### config.mk
export PLATFORM = sky130hd
export DESIGN_NAME = uart_prog_loader
export DESIGN_NICKNAME = d
export VERILOG_FILES = /design/src/rtl/uart_prog_loader.sv
export SDC_FILE = /design/constraint.sdc
export NUM_CORES = 1
export LEC_CHECK = 0
export CORE_MARGIN = 3
export CORE_UTILIZATION = 45
export DETAILED_ROUTE_END_ITERATION = 16
export HOLD_SLACK_MARGIN = 0.08
export PLACE_DENSITY_LB_ADDON = 0.08
export SKIP_CTS_REPAIR_TIMING = 1
export SLEW_MARGIN = 20
export SYNTH_ARGS = -nofsm -noshare
export SYNTH_HDL_FRONTEND = slang
export SYNTH_SLANG_ARGS = --single-unit
### constraint.sdc
create_clock -name clk -period 2.2 [get_ports clk]
set_input_delay 0.44 -clock clk [delete_from_list [all_inputs] [get_ports clk]]
set_output_delay 0.44 -clock clk [all_outputs]
set_load 0.02 [all_outputs]
### src/rtl/uart_prog_loader.sv
// UART 8N1 receiver feeding a program loader: byte pairs become 12-bit
// instructions written sequentially into program memory from address 0.
module uart_prog_loader #(
  parameter int CLKS_PER_BIT = 16,
  parameter int PROG_LEN     = 26
) (
  input  logic        clk,
  input  logic        rst,
  input  logic        rxd,
  input  logic        start,
  output logic        load_en,
  output logic [7:0]  load_addr,
  output logic [11:0] load_instr,
  output logic        load_done,
  output logic        busy,
  output logic        frame_err
);

  typedef enum logic [1:0] {RX_IDLE, RX_START, RX_DATA, RX_STOP} rx_state_t;
  typedef enum logic [2:0] {L_IDLE, L_LOW, L_HIGH, L_WRITE, L_DONE} l_state_t;

  localparam int               CNT_W     = $clog2(CLKS_PER_BIT);
  localparam logic [CNT_W-1:0] CNT_HALF  = CNT_W'(CLKS_PER_BIT / 2 - 1);
  localparam logic [CNT_W-1:0] CNT_FULL  = CNT_W'(CLKS_PER_BIT - 1);
  localparam logic [7:0]       LAST_ADDR = 8'(PROG_LEN - 1);

  logic rxd_meta, rxd_sync;

  rx_state_t        rx_state, rx_state_nx;
  logic [CNT_W-1:0] clk_cnt, clk_cnt_nx;
  logic [2:0]       bit_idx, bit_idx_nx;
  logic [7:0]       rx_shift, rx_shift_nx;
  logic             rx_valid, rx_valid_nx;
  logic             frame_set;

  l_state_t    l_state, l_state_nx;
  logic [7:0]  load_addr_nx;
  logic [7:0]  instr_lo, instr_lo_nx;
  logic [11:0] load_instr_nx;
  logic        frame_clr;

  // Synchronizer resets to the idle-high line level so reset never looks like a start bit.
  always_ff @(posedge clk) begin
    if (rst) begin
      rxd_meta <= 1'b1;
      rxd_sync <= 1'b1;
    end else begin
      // NOTE: non-blocking assignments make both flops sample old values, forming a true 2-stage chain.
      rxd_meta <= rxd;
      rxd_sync <= rxd_meta;
    end
  end

  always_ff @(posedge clk) begin
    if (rst) begin
      rx_state <= RX_IDLE;
      clk_cnt  <= '0;
      bit_idx  <= '0;
      rx_shift <= '0;
      rx_valid <= 1'b0;
    end else begin
      rx_state <= rx_state_nx;
      clk_cnt  <= clk_cnt_nx;
      bit_idx  <= bit_idx_nx;
      rx_shift <= rx_shift_nx;
      rx_valid <= rx_valid_nx;
    end
  end

  always_comb begin
    // NOTE: every output of this block gets a default first, so no path can infer a latch.
    rx_state_nx = rx_state;
    clk_cnt_nx  = clk_cnt;
    bit_idx_nx  = bit_idx;
    rx_shift_nx = rx_shift;
    rx_valid_nx = 1'b0;
    frame_set   = 1'b0;
    unique case (rx_state)
      RX_IDLE: begin
        if (!rxd_sync) begin
          rx_state_nx = RX_START;
          clk_cnt_nx  = '0;
          bit_idx_nx  = '0;
        end
      end
      RX_START: begin
        if (clk_cnt == CNT_HALF) begin
          clk_cnt_nx  = '0;
          bit_idx_nx  = '0;
          rx_state_nx = rxd_sync ? RX_IDLE : RX_DATA;
        end else begin
          clk_cnt_nx = clk_cnt + CNT_W'(1);
        end
      end
      RX_DATA: begin
        if (clk_cnt == CNT_FULL) begin
          clk_cnt_nx  = '0;
          rx_shift_nx = {rxd_sync, rx_shift[7:1]};
          bit_idx_nx  = bit_idx + 3'd1;
          if (bit_idx == 3'd7) rx_state_nx = RX_STOP;
        end else begin
          clk_cnt_nx = clk_cnt + CNT_W'(1);
        end
      end
      RX_STOP: begin
        if (clk_cnt == CNT_FULL) begin
          clk_cnt_nx  = '0;
          rx_state_nx = RX_IDLE;
          if (rxd_sync) rx_valid_nx = 1'b1;
          else          frame_set   = 1'b1;
        end else begin
          clk_cnt_nx = clk_cnt + CNT_W'(1);
        end
      end
      default: rx_state_nx = RX_IDLE;
    endcase
  end

  // rx_shift holds the completed byte while rx_valid pulses.
  always_ff @(posedge clk) begin
    if (rst) begin
      l_state    <= L_IDLE;
      load_addr  <= '0;
      instr_lo   <= '0;
      load_instr <= '0;
    end else begin
      l_state    <= l_state_nx;
      load_addr  <= load_addr_nx;
      instr_lo   <= instr_lo_nx;
      load_instr <= load_instr_nx;
    end
  end

  always_comb begin
    l_state_nx    = l_state;
    load_addr_nx  = load_addr;
    instr_lo_nx   = instr_lo;
    load_instr_nx = load_instr;
    frame_clr     = 1'b0;
    load_en       = 1'b0;
    busy          = 1'b0;
    load_done     = 1'b0;
    unique case (l_state)
      L_IDLE, L_DONE: begin
        load_done = (l_state == L_DONE);
        if (start) begin
          l_state_nx   = L_LOW;
          load_addr_nx = '0;
          frame_clr    = 1'b1;
        end
      end
      L_LOW: begin
        busy = 1'b1;
        if (rx_valid) begin
          instr_lo_nx = rx_shift;
          l_state_nx  = L_HIGH;
        end
      end
      L_HIGH: begin
        busy = 1'b1;
        if (rx_valid) begin
          load_instr_nx = {rx_shift[3:0], instr_lo};
          l_state_nx    = L_WRITE;
        end
      end
      L_WRITE: begin
        busy    = 1'b1;
        load_en = 1'b1;
        if (load_addr == LAST_ADDR) begin
          l_state_nx   = L_DONE;
          load_addr_nx = '0;
        end else begin
          l_state_nx   = L_LOW;
          load_addr_nx = load_addr + 8'd1;
        end
      end
      default: l_state_nx = L_IDLE;
    endcase
  end

  // A new framing error wins over a same-cycle clear from start.
  always_ff @(posedge clk) begin
    if (rst)            frame_err <= 1'b0;
    else if (frame_set) frame_err <= 1'b1;
    else if (frame_clr) frame_err <= 1'b0;
  end

endmodule

==> results.toml <==
[outcome]
status = "completed"

[route]
viasPerCell = 5.327
first_iter_violations = 94
drc = 0
vias = 1726
postRouteAntennaNets = 0
wl_um = 4342
routedWlPerCell_um = 13.40
firstDrtPassIters = 4

[sta]
clock_skew_ps = 10.69
layout_setup_ws_ps = 109.1
setup_tns_ps = 0
setup_viol = 0
max_slew_margin = 0.6198
rsz0062_at_grt = "no"
slew_violations = 0
achievable-frequency_mhz = 478.3
hold_violations = 0
tightest_slew_ps = 569.7
finalCriticalPeriod_ps = 2091
finalCritPeriodShare = 0.9504

[cells_and_area]
fin_nets = 280
n_antenna_cell = 0
drive_gt1_frac = 0.07721
instances_no_fill = 324
area_growth_pct = 19.61

[worst_setup_path]
worst_setup_path_start_kind = "flop"
path_max_fanout = 8
worst_ep_arrival_time_ps = 1650
worstPathRequired_ps = 1760
critPathKind = "reg -> out"
endpoint_kind = "output pin"
ff2ff_path_depth = 5

[pwr]
power_mw = 1.581
power_density_nw_per_um2 = 607.4
ir_drop_mv = 0.3671
power.leakage_nw = 0.8783

[synth]
syn_nets = 254
synth-seq-cells = 52
ys_top_cells_by_area = "dfxtp_1 48%, mux2i_1 7.8%, nand2_1 5.5%"
ys_warn_count = 0
synth_largest_area_cell = "dfxtp_1"
seq_area_frac_synth = 0.4784
syn_area_per_cell_um2 = 8.881
syn_inst = 245
synth_cell_types = 40
syn-cell-area_um2 = 2176
netlist.area_leader.share = 0.4784

[clocking]
cts_tree = "done"
cts_buffers = 5
path_clk_slew_ps = 100
htreeDepth = 2
insertion_delay_ps = 310
cts_buffer_depth = 2
cts_root_buf = "clkbuf_8"
clock-sinks = 52

[floorplanning]
start_util = 0.4831
die_area_um2 = 5706
die_h_um = 75.54
die_w_um = 75.54
ioPinCount = 28
num_rows = 24
design.core.area_um2 = 4504

[place]
portBuffers = 27
dp_slack_ps = 345.3
dp.final_hpwl_um = 2971
dp_cells = 316
gp_congestion = 0.8450

[global_routing]
grt_pass1_vias = 1572
grt_use_met2 = 0.2483
grt_pass1_wl_um = 7320
grt_overflow_total = 0
use_met3 = 0.03694
antenna_found_initial = 0
grt_max_degree = 32
use_met1 = 0.2344
grt.total_usage = 0.1647
grt.busiest_layer = "met2"

[hold_path]
hold_class = "reg -> reg"
hold_path_depth = 1

[job]
maxCapViolations = 0
==> final timing paths <==
check,start,endpoint,slack (ps)
worst min-delay path,rxd_meta,rxd_sync,430
worst max-delay path,l_state[2],load_en,110
worst min register to register,rxd_meta,rxd_sync,430
worst max register to register,clk_cnt[0],rx_shift[0],450
==> synth_stat cells (all sizes together) <==
cell and n:
o21ai 5, clkinv 1, nand3 7, xnor2 1, a31oi 7, or3 4
a32oi 2, nand4 2, nor2 31, clkbuf 9, a2bb2oi 2, a211oi 6
nand2 32, mux2i 17, or2 3, ha 5, or3b 1, nor3b 2
a21oi 19, nor3 4, o211ai 1, buf 3, and2 2, o311a 1
o21a 2, and4 1, dfxtp 52, and3 3, nor2b 1, a311oi 3
nand3b 4, and3b 1, nand2b 7, inv 2, or4 2
==> stage by stage <==
stage | hold slack, ps | util | area (µm²)
6_report | 429.7 | 0.5778 | 2603
3_5_place_dp | 401.9 | 0.5561 | 2505
3_3_place_gp | 406.5 | 0.5561 | 2505
4_1_cts | 433.8 | 0.5772 | 2600
2_1_floorplan | 389.5 | - | 2176
5_1_grt | 453.0 | 0.5778 | 2603
==> layout make-up <==
| type | count | area [µm²] |
|---|---|---|
| Sequential cell | 52 | 1041 |
| Timing Repair Buffer | 31 | 312.8 |
| Fill cell | 410 | 1902 |
| Tap cell | 52 | 65.06 |
| Inverter | 3 | 12.51 |
| Clock buffer | 5 | 68.82 |
| Multi-Input combinational cell | 178 | 1076 |
| Clock inverter | 3 | 26.28 |
==> layer usage <==
metal	vias up	routed length, µm
met5	-	0
met3	5	110
met1	790	2251
li1	915	-
met2	16	1945
met4	0	34
==> placed cells by master, fill, tap and decap left out, drive strengths merged, types with 2 or more instances in the layout <==
master / netlist / final
nand2b: 7 / 7
nand2: 32 / 32
inv: 2 / 3
and3: 3 / 3
o21ai: 5 / 5
nand3b: 4 / 4
nand3: 7 / 7
clkdlybuf4s50: 0 / 27
or4: 2 / 2
mux2i: 17 / 17
or2: 3 / 3
clkinvlp: 0 / 2
nor3b: 2 / 2
or3: 4 / 4
a31oi: 7 / 7
a32oi: 2 / 2
ha: 5 / 5
o21a: 2 / 2
and2: 2 / 2
buf: 3 / 4
a311oi: 3 / 3
dfxtp: 52 / 52
a21oi: 19 / 19
nand4: 2 / 2
nor3: 4 / 4
nor2: 31 / 31
a2bb2oi: 2 / 2
a211oi: 6 / 6
clkbuf: 9 / 5
==> report_power, final <==
part           internal, mW  switching (mW)  leakage, nW  total, mW
Combinational        0.0259          0.0353        0.416     0.0612
Sequential            0.946         0.00854        0.420      0.955
Clock                 0.232           0.333       0.0423      0.565
Total                  1.20           0.377        0.878       1.58
==> worst max-delay path: stages, from the launching register on <==
cell and delay, ps:
dfxtp_1 390, nand3b_1 230, clkinv_2 120, clkdlybuf4s50_1 610
==> state kept, by name, summed over array words and instances (netlist names), named ones only <==
signal	count
bit_idx	3
clk_cnt	4
frame_err	1
instr_lo	8
l_state	3
load_addr	8
load_instr	12
rx_shift	8
rx_state	1
rx_valid	1
rxd_meta	1
rxd_sync	1
==> cell families (layout without fill, tap and decap cells) <==
logic type / Yosys count / count (layout) / share of synthesized area
and+or+nand+nor: 107 / 107 / 0.2409
DFF: 52 / 52 / 0.4784
AOI/OAI and AO/OA: 48 / 48 / 0.1415
muxes: 17 / 17 / 0.07820
buffers and inverters: 15 / 42 / 0.02817
adders and majority gates: 5 / 5 / 0.02875
xor gates and xnor gates: 1 / 1 / 0.004026
Note: power is estimated with default switching activity, not from simulation.
